### config.mk
export PLATFORM = sky130hd
export DESIGN_NAME = md_hazard_ctrl_flat
export DESIGN_NICKNAME = d
export VERILOG_FILES = /design/src/rtl/md_hazard_ctrl_if.sv /design/src/rtl/md_hazard_ctrl.sv /design/src/flat_wrapper.sv
export SDC_FILE = /design/constraint.sdc
export NUM_CORES = 1
export LEC_CHECK = 0
export ABC_AREA = 1
export CORE_MARGIN = 5
export CORE_UTILIZATION = 48
export DETAILED_ROUTE_END_ITERATION = 10
export PLACE_DENSITY = 0.81
export SYNTH_ARGS = -nofsm -noshare
export SYNTH_HDL_FRONTEND = slang
export SYNTH_SLANG_ARGS = --single-unit
### constraint.sdc
create_clock -name clk -period 2.5 [get_ports clk]
set_clock_uncertainty 0.15 [all_clocks]
set_input_delay 0.5 -clock clk [delete_from_list [all_inputs] [get_ports clk]]
set_output_delay 0.5 -clock clk [all_outputs]
set_load 0.02 [all_outputs]
### src/rtl/md_hazard_ctrl_if.sv
// Signal bundle between the hazard controller and the pipeline around it:
// decode-stage operand info, E/M producer info, HI/LO issue, and the
// resulting enables, flush and status outputs.
interface md_hazard_ctrl_if;
  logic [4:0]  D_rs;
  logic [4:0]  D_rt;
  logic [1:0]  D_Tuse_rs;
  logic [1:0]  D_Tuse_rt;
  logic        D_is_md;
  logic [4:0]  E_WriteRegAddr;
  logic [1:0]  E_T_new;
  logic        E_CU_EN_RegWrite;
  logic [4:0]  M_WriteRegAddr;
  logic [1:0]  M_T_new;
  logic        M_CU_EN_RegWrite;
  logic        E_md_start;
  logic        E_md_is_div;
  logic        ext_freeze;
  logic        HCU_EN_PC;
  logic        HCU_EN_FD;
  logic        HCU_EN_DE;
  logic        HCU_EN_EM;
  logic        HCU_FLUSH_DE;
  logic        md_busy;
  logic        md_done;
  logic [15:0] stall_cnt;
  logic        md_err;

  // Pipeline side: drives stage information, observes control outputs
  modport master (
    output D_rs, D_rt, D_Tuse_rs, D_Tuse_rt, D_is_md,
    output E_WriteRegAddr, E_T_new, E_CU_EN_RegWrite,
    output M_WriteRegAddr, M_T_new, M_CU_EN_RegWrite,
    output E_md_start, E_md_is_div, ext_freeze,
    input  HCU_EN_PC, HCU_EN_FD, HCU_EN_DE, HCU_EN_EM, HCU_FLUSH_DE,
    input  md_busy, md_done, stall_cnt, md_err
  );

  // Controller side
  modport slave (
    input  D_rs, D_rt, D_Tuse_rs, D_Tuse_rt, D_is_md,
    input  E_WriteRegAddr, E_T_new, E_CU_EN_RegWrite,
    input  M_WriteRegAddr, M_T_new, M_CU_EN_RegWrite,
    input  E_md_start, E_md_is_div, ext_freeze,
    output HCU_EN_PC, HCU_EN_FD, HCU_EN_DE, HCU_EN_EM, HCU_FLUSH_DE,
    output md_busy, md_done, stall_cnt, md_err
  );
endinterface

### src/rtl/md_hazard_ctrl.sv
// Pipeline hazard controller: Tuse/Tnew register-hazard detection against
// the E and M producers, HI/LO unit busy tracking with a down-counter FSM,
// stage enables / D-E bubble insertion, and a saturating stall counter.
module md_hazard_ctrl #(
  parameter int MULT_CYC = 5,
  parameter int DIV_CYC  = 10
) (
  input logic             clk,
  input logic             reset,
  md_hazard_ctrl_if.slave bus
);

  typedef enum logic {S_IDLE, S_BUSY} state_t;

  localparam logic [3:0] MULT_N = 4'(MULT_CYC);
  localparam logic [3:0] DIV_N  = 4'(DIV_CYC);

  state_t      r_state;
  logic [3:0]  r_md_cnt;
  logic        r_md_done;
  logic        r_md_err;
  logic [15:0] r_stall_cnt;

  logic w_haz_rs;
  logic w_haz_rt;
  logic w_md_haz;
  logic w_stall;
  logic w_busy;

  // A consumer conflicts with a producer when it needs the value earlier
  // than the producer can forward it; $0 and unused operands never conflict.
  function automatic logic reg_haz(input logic [4:0] src, input logic [1:0] tuse,
                                   input logic [4:0] dst, input logic [1:0] tnew,
                                   input logic we);
    return (src != 5'd0) && (tuse != 2'd3) && we && (src == dst) && (tuse < tnew);
  endfunction

  assign w_busy = (r_state == S_BUSY);

  // Hazard detection and stall decision
  always_comb begin
    w_haz_rs = reg_haz(bus.D_rs, bus.D_Tuse_rs, bus.E_WriteRegAddr, bus.E_T_new, bus.E_CU_EN_RegWrite)
             | reg_haz(bus.D_rs, bus.D_Tuse_rs, bus.M_WriteRegAddr, bus.M_T_new, bus.M_CU_EN_RegWrite);
    w_haz_rt = reg_haz(bus.D_rt, bus.D_Tuse_rt, bus.E_WriteRegAddr, bus.E_T_new, bus.E_CU_EN_RegWrite)
             | reg_haz(bus.D_rt, bus.D_Tuse_rt, bus.M_WriteRegAddr, bus.M_T_new, bus.M_CU_EN_RegWrite);
    w_md_haz = bus.D_is_md & (w_busy | bus.E_md_start);
    w_stall  = (w_haz_rs | w_haz_rt | w_md_haz) & ~bus.ext_freeze;
  end

  // Stage enables: freeze holds everything, stall holds F/D and bubbles D/E
  always_comb begin
    bus.HCU_EN_PC    = 1'b1;
    bus.HCU_EN_FD    = 1'b1;
    bus.HCU_EN_DE    = 1'b1;
    bus.HCU_EN_EM    = 1'b1;
    bus.HCU_FLUSH_DE = 1'b0;
    if (bus.ext_freeze) begin
      bus.HCU_EN_PC = 1'b0;
      bus.HCU_EN_FD = 1'b0;
      bus.HCU_EN_DE = 1'b0;
      bus.HCU_EN_EM = 1'b0;
    end else if (w_stall) begin
      bus.HCU_EN_PC    = 1'b0;
      bus.HCU_EN_FD    = 1'b0;
      bus.HCU_FLUSH_DE = 1'b1;
    end
  end

  // HI/LO unit FSM; the countdown keeps running under freeze so the unit
  // finishes on schedule, but new starts are only taken when not frozen.
  always_ff @(posedge clk) begin
    if (!reset) begin
      r_state   <= S_IDLE;
      r_md_cnt  <= 4'd0;
      r_md_done <= 1'b0;
      r_md_err  <= 1'b0;
    end else begin
      r_md_done <= 1'b0;
      case (r_state)
        S_IDLE: begin
          if (bus.E_md_start && !bus.ext_freeze) begin
            r_md_cnt <= bus.E_md_is_div ? DIV_N : MULT_N;
            r_state  <= S_BUSY;
          end
        end
        S_BUSY: begin
          r_md_cnt <= r_md_cnt - 4'd1;
          if (bus.E_md_start) r_md_err <= 1'b1;
          if (r_md_cnt == 4'd1) begin
            r_state   <= S_IDLE;
            r_md_done <= 1'b1;
          end
        end
        default: r_state <= S_IDLE;
      endcase
    end
  end

  // Saturating count of hazard-stall cycles (freeze cycles excluded)
  always_ff @(posedge clk) begin
    if (!reset)
      r_stall_cnt <= 16'd0;
    else if (w_stall && (r_stall_cnt != 16'hFFFF))
      r_stall_cnt <= r_stall_cnt + 16'd1;
  end

  assign bus.md_busy   = w_busy;
  assign bus.md_done   = r_md_done;
  assign bus.md_err    = r_md_err;
  assign bus.stall_cnt = r_stall_cnt;

endmodule

### src/flat_wrapper.sv
// flat-port wrapper written by rule: the top's interface ports become plain ports
module md_hazard_ctrl_flat 
#(
  parameter int MULT_CYC = 5,
  parameter int DIV_CYC  = 10
)
  (clk, reset, bus_D_rs, bus_D_rt, bus_D_Tuse_rs, bus_D_Tuse_rt, bus_D_is_md, bus_E_WriteRegAddr, bus_E_T_new, bus_E_CU_EN_RegWrite, bus_M_WriteRegAddr, bus_M_T_new, bus_M_CU_EN_RegWrite, bus_E_md_start, bus_E_md_is_div, bus_ext_freeze, bus_HCU_EN_PC, bus_HCU_EN_FD, bus_HCU_EN_DE, bus_HCU_EN_EM, bus_HCU_FLUSH_DE, bus_md_busy, bus_md_done, bus_stall_cnt, bus_md_err);
  md_hazard_ctrl_if bus_i ();
  input logic clk;
  input logic reset;
  input wire logic [$bits(bus_i.D_rs)-1:0] bus_D_rs;
  input wire logic [$bits(bus_i.D_rt)-1:0] bus_D_rt;
  input wire logic [$bits(bus_i.D_Tuse_rs)-1:0] bus_D_Tuse_rs;
  input wire logic [$bits(bus_i.D_Tuse_rt)-1:0] bus_D_Tuse_rt;
  input wire logic [$bits(bus_i.D_is_md)-1:0] bus_D_is_md;
  input wire logic [$bits(bus_i.E_WriteRegAddr)-1:0] bus_E_WriteRegAddr;
  input wire logic [$bits(bus_i.E_T_new)-1:0] bus_E_T_new;
  input wire logic [$bits(bus_i.E_CU_EN_RegWrite)-1:0] bus_E_CU_EN_RegWrite;
  input wire logic [$bits(bus_i.M_WriteRegAddr)-1:0] bus_M_WriteRegAddr;
  input wire logic [$bits(bus_i.M_T_new)-1:0] bus_M_T_new;
  input wire logic [$bits(bus_i.M_CU_EN_RegWrite)-1:0] bus_M_CU_EN_RegWrite;
  input wire logic [$bits(bus_i.E_md_start)-1:0] bus_E_md_start;
  input wire logic [$bits(bus_i.E_md_is_div)-1:0] bus_E_md_is_div;
  input wire logic [$bits(bus_i.ext_freeze)-1:0] bus_ext_freeze;
  output wire logic [$bits(bus_i.HCU_EN_PC)-1:0] bus_HCU_EN_PC;
  output wire logic [$bits(bus_i.HCU_EN_FD)-1:0] bus_HCU_EN_FD;
  output wire logic [$bits(bus_i.HCU_EN_DE)-1:0] bus_HCU_EN_DE;
  output wire logic [$bits(bus_i.HCU_EN_EM)-1:0] bus_HCU_EN_EM;
  output wire logic [$bits(bus_i.HCU_FLUSH_DE)-1:0] bus_HCU_FLUSH_DE;
  output wire logic [$bits(bus_i.md_busy)-1:0] bus_md_busy;
  output wire logic [$bits(bus_i.md_done)-1:0] bus_md_done;
  output wire logic [$bits(bus_i.stall_cnt)-1:0] bus_stall_cnt;
  output wire logic [$bits(bus_i.md_err)-1:0] bus_md_err;
  assign bus_i.D_rs = bus_D_rs;
  assign bus_i.D_rt = bus_D_rt;
  assign bus_i.D_Tuse_rs = bus_D_Tuse_rs;
  assign bus_i.D_Tuse_rt = bus_D_Tuse_rt;
  assign bus_i.D_is_md = bus_D_is_md;
  assign bus_i.E_WriteRegAddr = bus_E_WriteRegAddr;
  assign bus_i.E_T_new = bus_E_T_new;
  assign bus_i.E_CU_EN_RegWrite = bus_E_CU_EN_RegWrite;
  assign bus_i.M_WriteRegAddr = bus_M_WriteRegAddr;
  assign bus_i.M_T_new = bus_M_T_new;
  assign bus_i.M_CU_EN_RegWrite = bus_M_CU_EN_RegWrite;
  assign bus_i.E_md_start = bus_E_md_start;
  assign bus_i.E_md_is_div = bus_E_md_is_div;
  assign bus_i.ext_freeze = bus_ext_freeze;
  assign bus_HCU_EN_PC = bus_i.HCU_EN_PC;
  assign bus_HCU_EN_FD = bus_i.HCU_EN_FD;
  assign bus_HCU_EN_DE = bus_i.HCU_EN_DE;
  assign bus_HCU_EN_EM = bus_i.HCU_EN_EM;
  assign bus_HCU_FLUSH_DE = bus_i.HCU_FLUSH_DE;
  assign bus_md_busy = bus_i.md_busy;
  assign bus_md_done = bus_i.md_done;
  assign bus_stall_cnt = bus_i.stall_cnt;
  assign bus_md_err = bus_i.md_err;
  md_hazard_ctrl #(.MULT_CYC(MULT_CYC), .DIV_CYC(DIV_CYC)) u_core (.clk(clk), .reset(reset), .bus(bus_i));
endmodule
==> key figures <==
Die
  – Die H: 74.3 microns
  – Die area: 0.00552 sq mm
  – Initial Utilization: 49.6%
  – FP Rows: 23
  – I/O pin count: 60
  – Die X: 74.3 microns
  – Core ar.: 0.00400 sq mm

Route
  – DRT Pass-1 Iters: 4
  – Post-route ant nets: 0
  – DR iter-0 viols: 100
  – Met3 Routed Length: 302 microns
  – Via Count: 2269
  – WL met2: 2.45 mm
  – DR top layer: met4
  – DRC viols: 0
  – Drt wl/cell: 11.1 microns
  – Total wire length: 5.28 mm
  – Metal-1 WL: 2.45 mm
  – Drt via density: 4.76

Setup path
  – Crit. Startpoint: bus_E_T_new[0]
  – CP max stage cell: clkdlybuf4s50_1
  – Critical R2R Launch: u_core.bus.stall_cnt[0]$_SDFFE_PN0P_
  – Cells along the critical path: clkdlybuf4s50_1, a21boi_2, nor2_1, nand3_1, nand2_1, nand2_1, nand3_2, nand2_2, inv_2, buf_6
  – Critical Path Most Common Cell: nand2_1
  – Worst EP required: 1.85 ns
  – Crit path max fanout: 3
  – Crit path kind: in -> out
  – CP Data Arrival Time: 1.76 ns
  – Top delay family on crit path: buffers and inverters
  – Startpoint Class: input port
  – Max stage delay on crit path: 0.52 ns
  – Capturing element type of the critical path: output pin
  – Bufs and invs on worst path: 3

Timing
  – RSZ-0062 raised after global routing: no
  – Setup Viol. Count Final: 0
  – Worst slew pin tran: 0.398 ns
  – Fin. Hold Viols: 0
  – TNS Setup: 0 ns
  – Slew Limit Fails: 0
  – Minimum clock period: 2.41 ns
  – Fmax: 415 MHz
  – Rel. slew slack: 73.4%
  – Fin crit share: 96.4%

Place
  – Final weighted congestion in routability-driven placement: 0.863
  – Port bufs: 59
  – DP HPWL: 4.29 mm

Yosys
  – Syn_nets: 397
  – Cell Area, Synth: 0.00199 sq mm
  – Unique cell type count in the Yosys netlist: 30
  – Synth Area per Inst: 5.61 sq um
  – Cells after Synth: 354
  – Synthesis Warnings: 0
  – Fraction of the yosys area taken by sequential cells: 23.2%
  – Synthesis-stage register bit count: 23
  – Cell accounting for the most synthesized area: dfxtp_1
  – Cells taking the most area after synthesis: dfxtp_1 23%, nand2_1 21%, inv_1 13%
  – Post-synth top area share: 23.2%

GRT
  – Initial antenna violation count: 0
  – Grt ovf: 0
  – Vias in the first global route: 2063
  – Largest net degree at the start of global routing: 23
  – Global-route wire length before repair: 8.68 mm
  – Total GRT Usage: 19.7%

Pwr
  – Leakage: 1.53 nW
  – Design Power: 0.924 mW
  – Maximum vdd drop: 0.214 mV
  – PwrDens: 329 mW/mm^2

Finish
  – Antenna Cells: 0
  – Area delta synth->final: 41.6%
  – Ratio of cells with drive above 1 in the final layout: 15.9%
  – Final core area utilization: 70.3%
  – FF/Latch Area: 460 sq um
  – Commonest non-fill, non-tap cells in the layout: 110 x nand2_1, 59 x inv_1, 49 x nor2_1
  – Final nets: 471
  – Area of the multi-input gates: 0.00124 sq mm
  – Fill cells: 370
  – Most common cell after layout, fill and taps aside: nand2_1

Run status
  – Status: completed

Clock network
  – CTS buffer count: 3
  – Latest clock arrival within the worst-skew pair: 0.27 ns
  – CTS tree: done
  – Clk buf depth: 2
  – Clk pin slew, worst setup/hold paths: 0.09 ns
  – H-tree Lvls: 1
  – Post-CTS Hold Fix Bufs: 0
  – CTS Sinks: 23
  – Root Buffer: clkbuf_8

Flow run
  – Max Cap Viol: 0

Hold path
  – Min-Delay Path Class: reg -> reg
  – Worst hold start: u_core.bus.md_err$_SDFFE_PN0P_
-- state kept, by name, summed over array words and instances (netlist names) --
name and count:
u_core.bus.md_busy 1, u_core.bus.md_done 1, u_core.r_md_cnt 4, u_core.bus.stall_cnt 16, u_core.bus.md_err 1
-- cells in the mapped netlist, drive strengths merged --
library cell	count
xor2	3
nand4	16
a211oi	1
xnor2	1
o21ai	8
dfxtp	23
ha	7
buf	5
a21oi	4
nand2	114
or2	2
clkinv	1
nor3	6
nand3	24
nor2	54
clkbuf	4
inv	75
a21boi	4
a221oi	2
-- timing repair --
item	4_1_cts	5_1_grt
gates resized for setup	53	28
setup endpoints to repair	3	5
pin swaps	12	18
gates cloned	0	0
setup buffers	0	0
-- area by class of cell --
class / instances / share of cell area [%]
clock inverters: 1 / 0.178
inverters: 76 / 10.1
multi-input cells: 246 / 44.1
clock buffers: 3 / 1.47
flip-flops and latches: 23 / 16.4
repair buffers: 78 / 25.5
well taps: 50 / 2.23
-- worst min-delay path: cells and delay by family, from the launching register on --
| kind | cells | cell delay (ns) |
|---|---|---|
| and+or+nand+nor | 1 | 0.07 |
| AOI/OAI and AO/OA | 1 | 0.05 |
| DFF | 1 | 0.35 |
-- cells by family (layout without fill, tap and decap cells) --
kind of cell,Yosys count,count (layout),share of synthesized area (%)
compound gates,19,19,5.80
xor+xnor,4,4,1.76
fa+ha+maj,7,7,4.41
buf+inv,85,158,17.0
flops,23,23,23.2
simple gates,216,216,47.8
-- final timing paths --
path	to	slack [ns]	cells past startpoint
worst max-delay path	bus_HCU_FLUSH_DE	0.09	10
worst min register to register	u_core.bus.md_err$_SDFFE_PN0P_	0.34	2
worst max register to register	u_core.bus.stall_cnt[14]$_SDFFE_PN0P_	0.59	14
worst min-delay path	u_core.bus.md_err$_SDFFE_PN0P_	0.34	2
-- routing by layer --
| layer | vias to the layer above | track usage, % |
|---|---|---|
| li1 | 1222 | - |
| met1 | 972 | 26.4 |
| met2 | 68 | 32.8 |
| met3 | 7 | 3.24 |
| met4 | 0 | 5.53 |
| met5 | - | 0 |
-- power breakdown --
group,switching [mW],internal (mW)
sequential,0.0131,0.381
clock,0.122,0.111
combinational,0.159,0.138
-- metrics by stage --
step           hold slack, ns  worst slack, ns  area [sq um]  cells
5_1_grt                 0.390         0.000263          2810    477
3_5_place_dp            0.327           -0.755          2740    473
4_1_cts                 0.351          0.00193          2760    477
3_3_place_gp            0.302           -0.704          2740    473
6_report                0.343           0.0903          2810    477
2_1_floorplan           0.312           0.0380          1990    354
(Power assumes the default switching activity.)
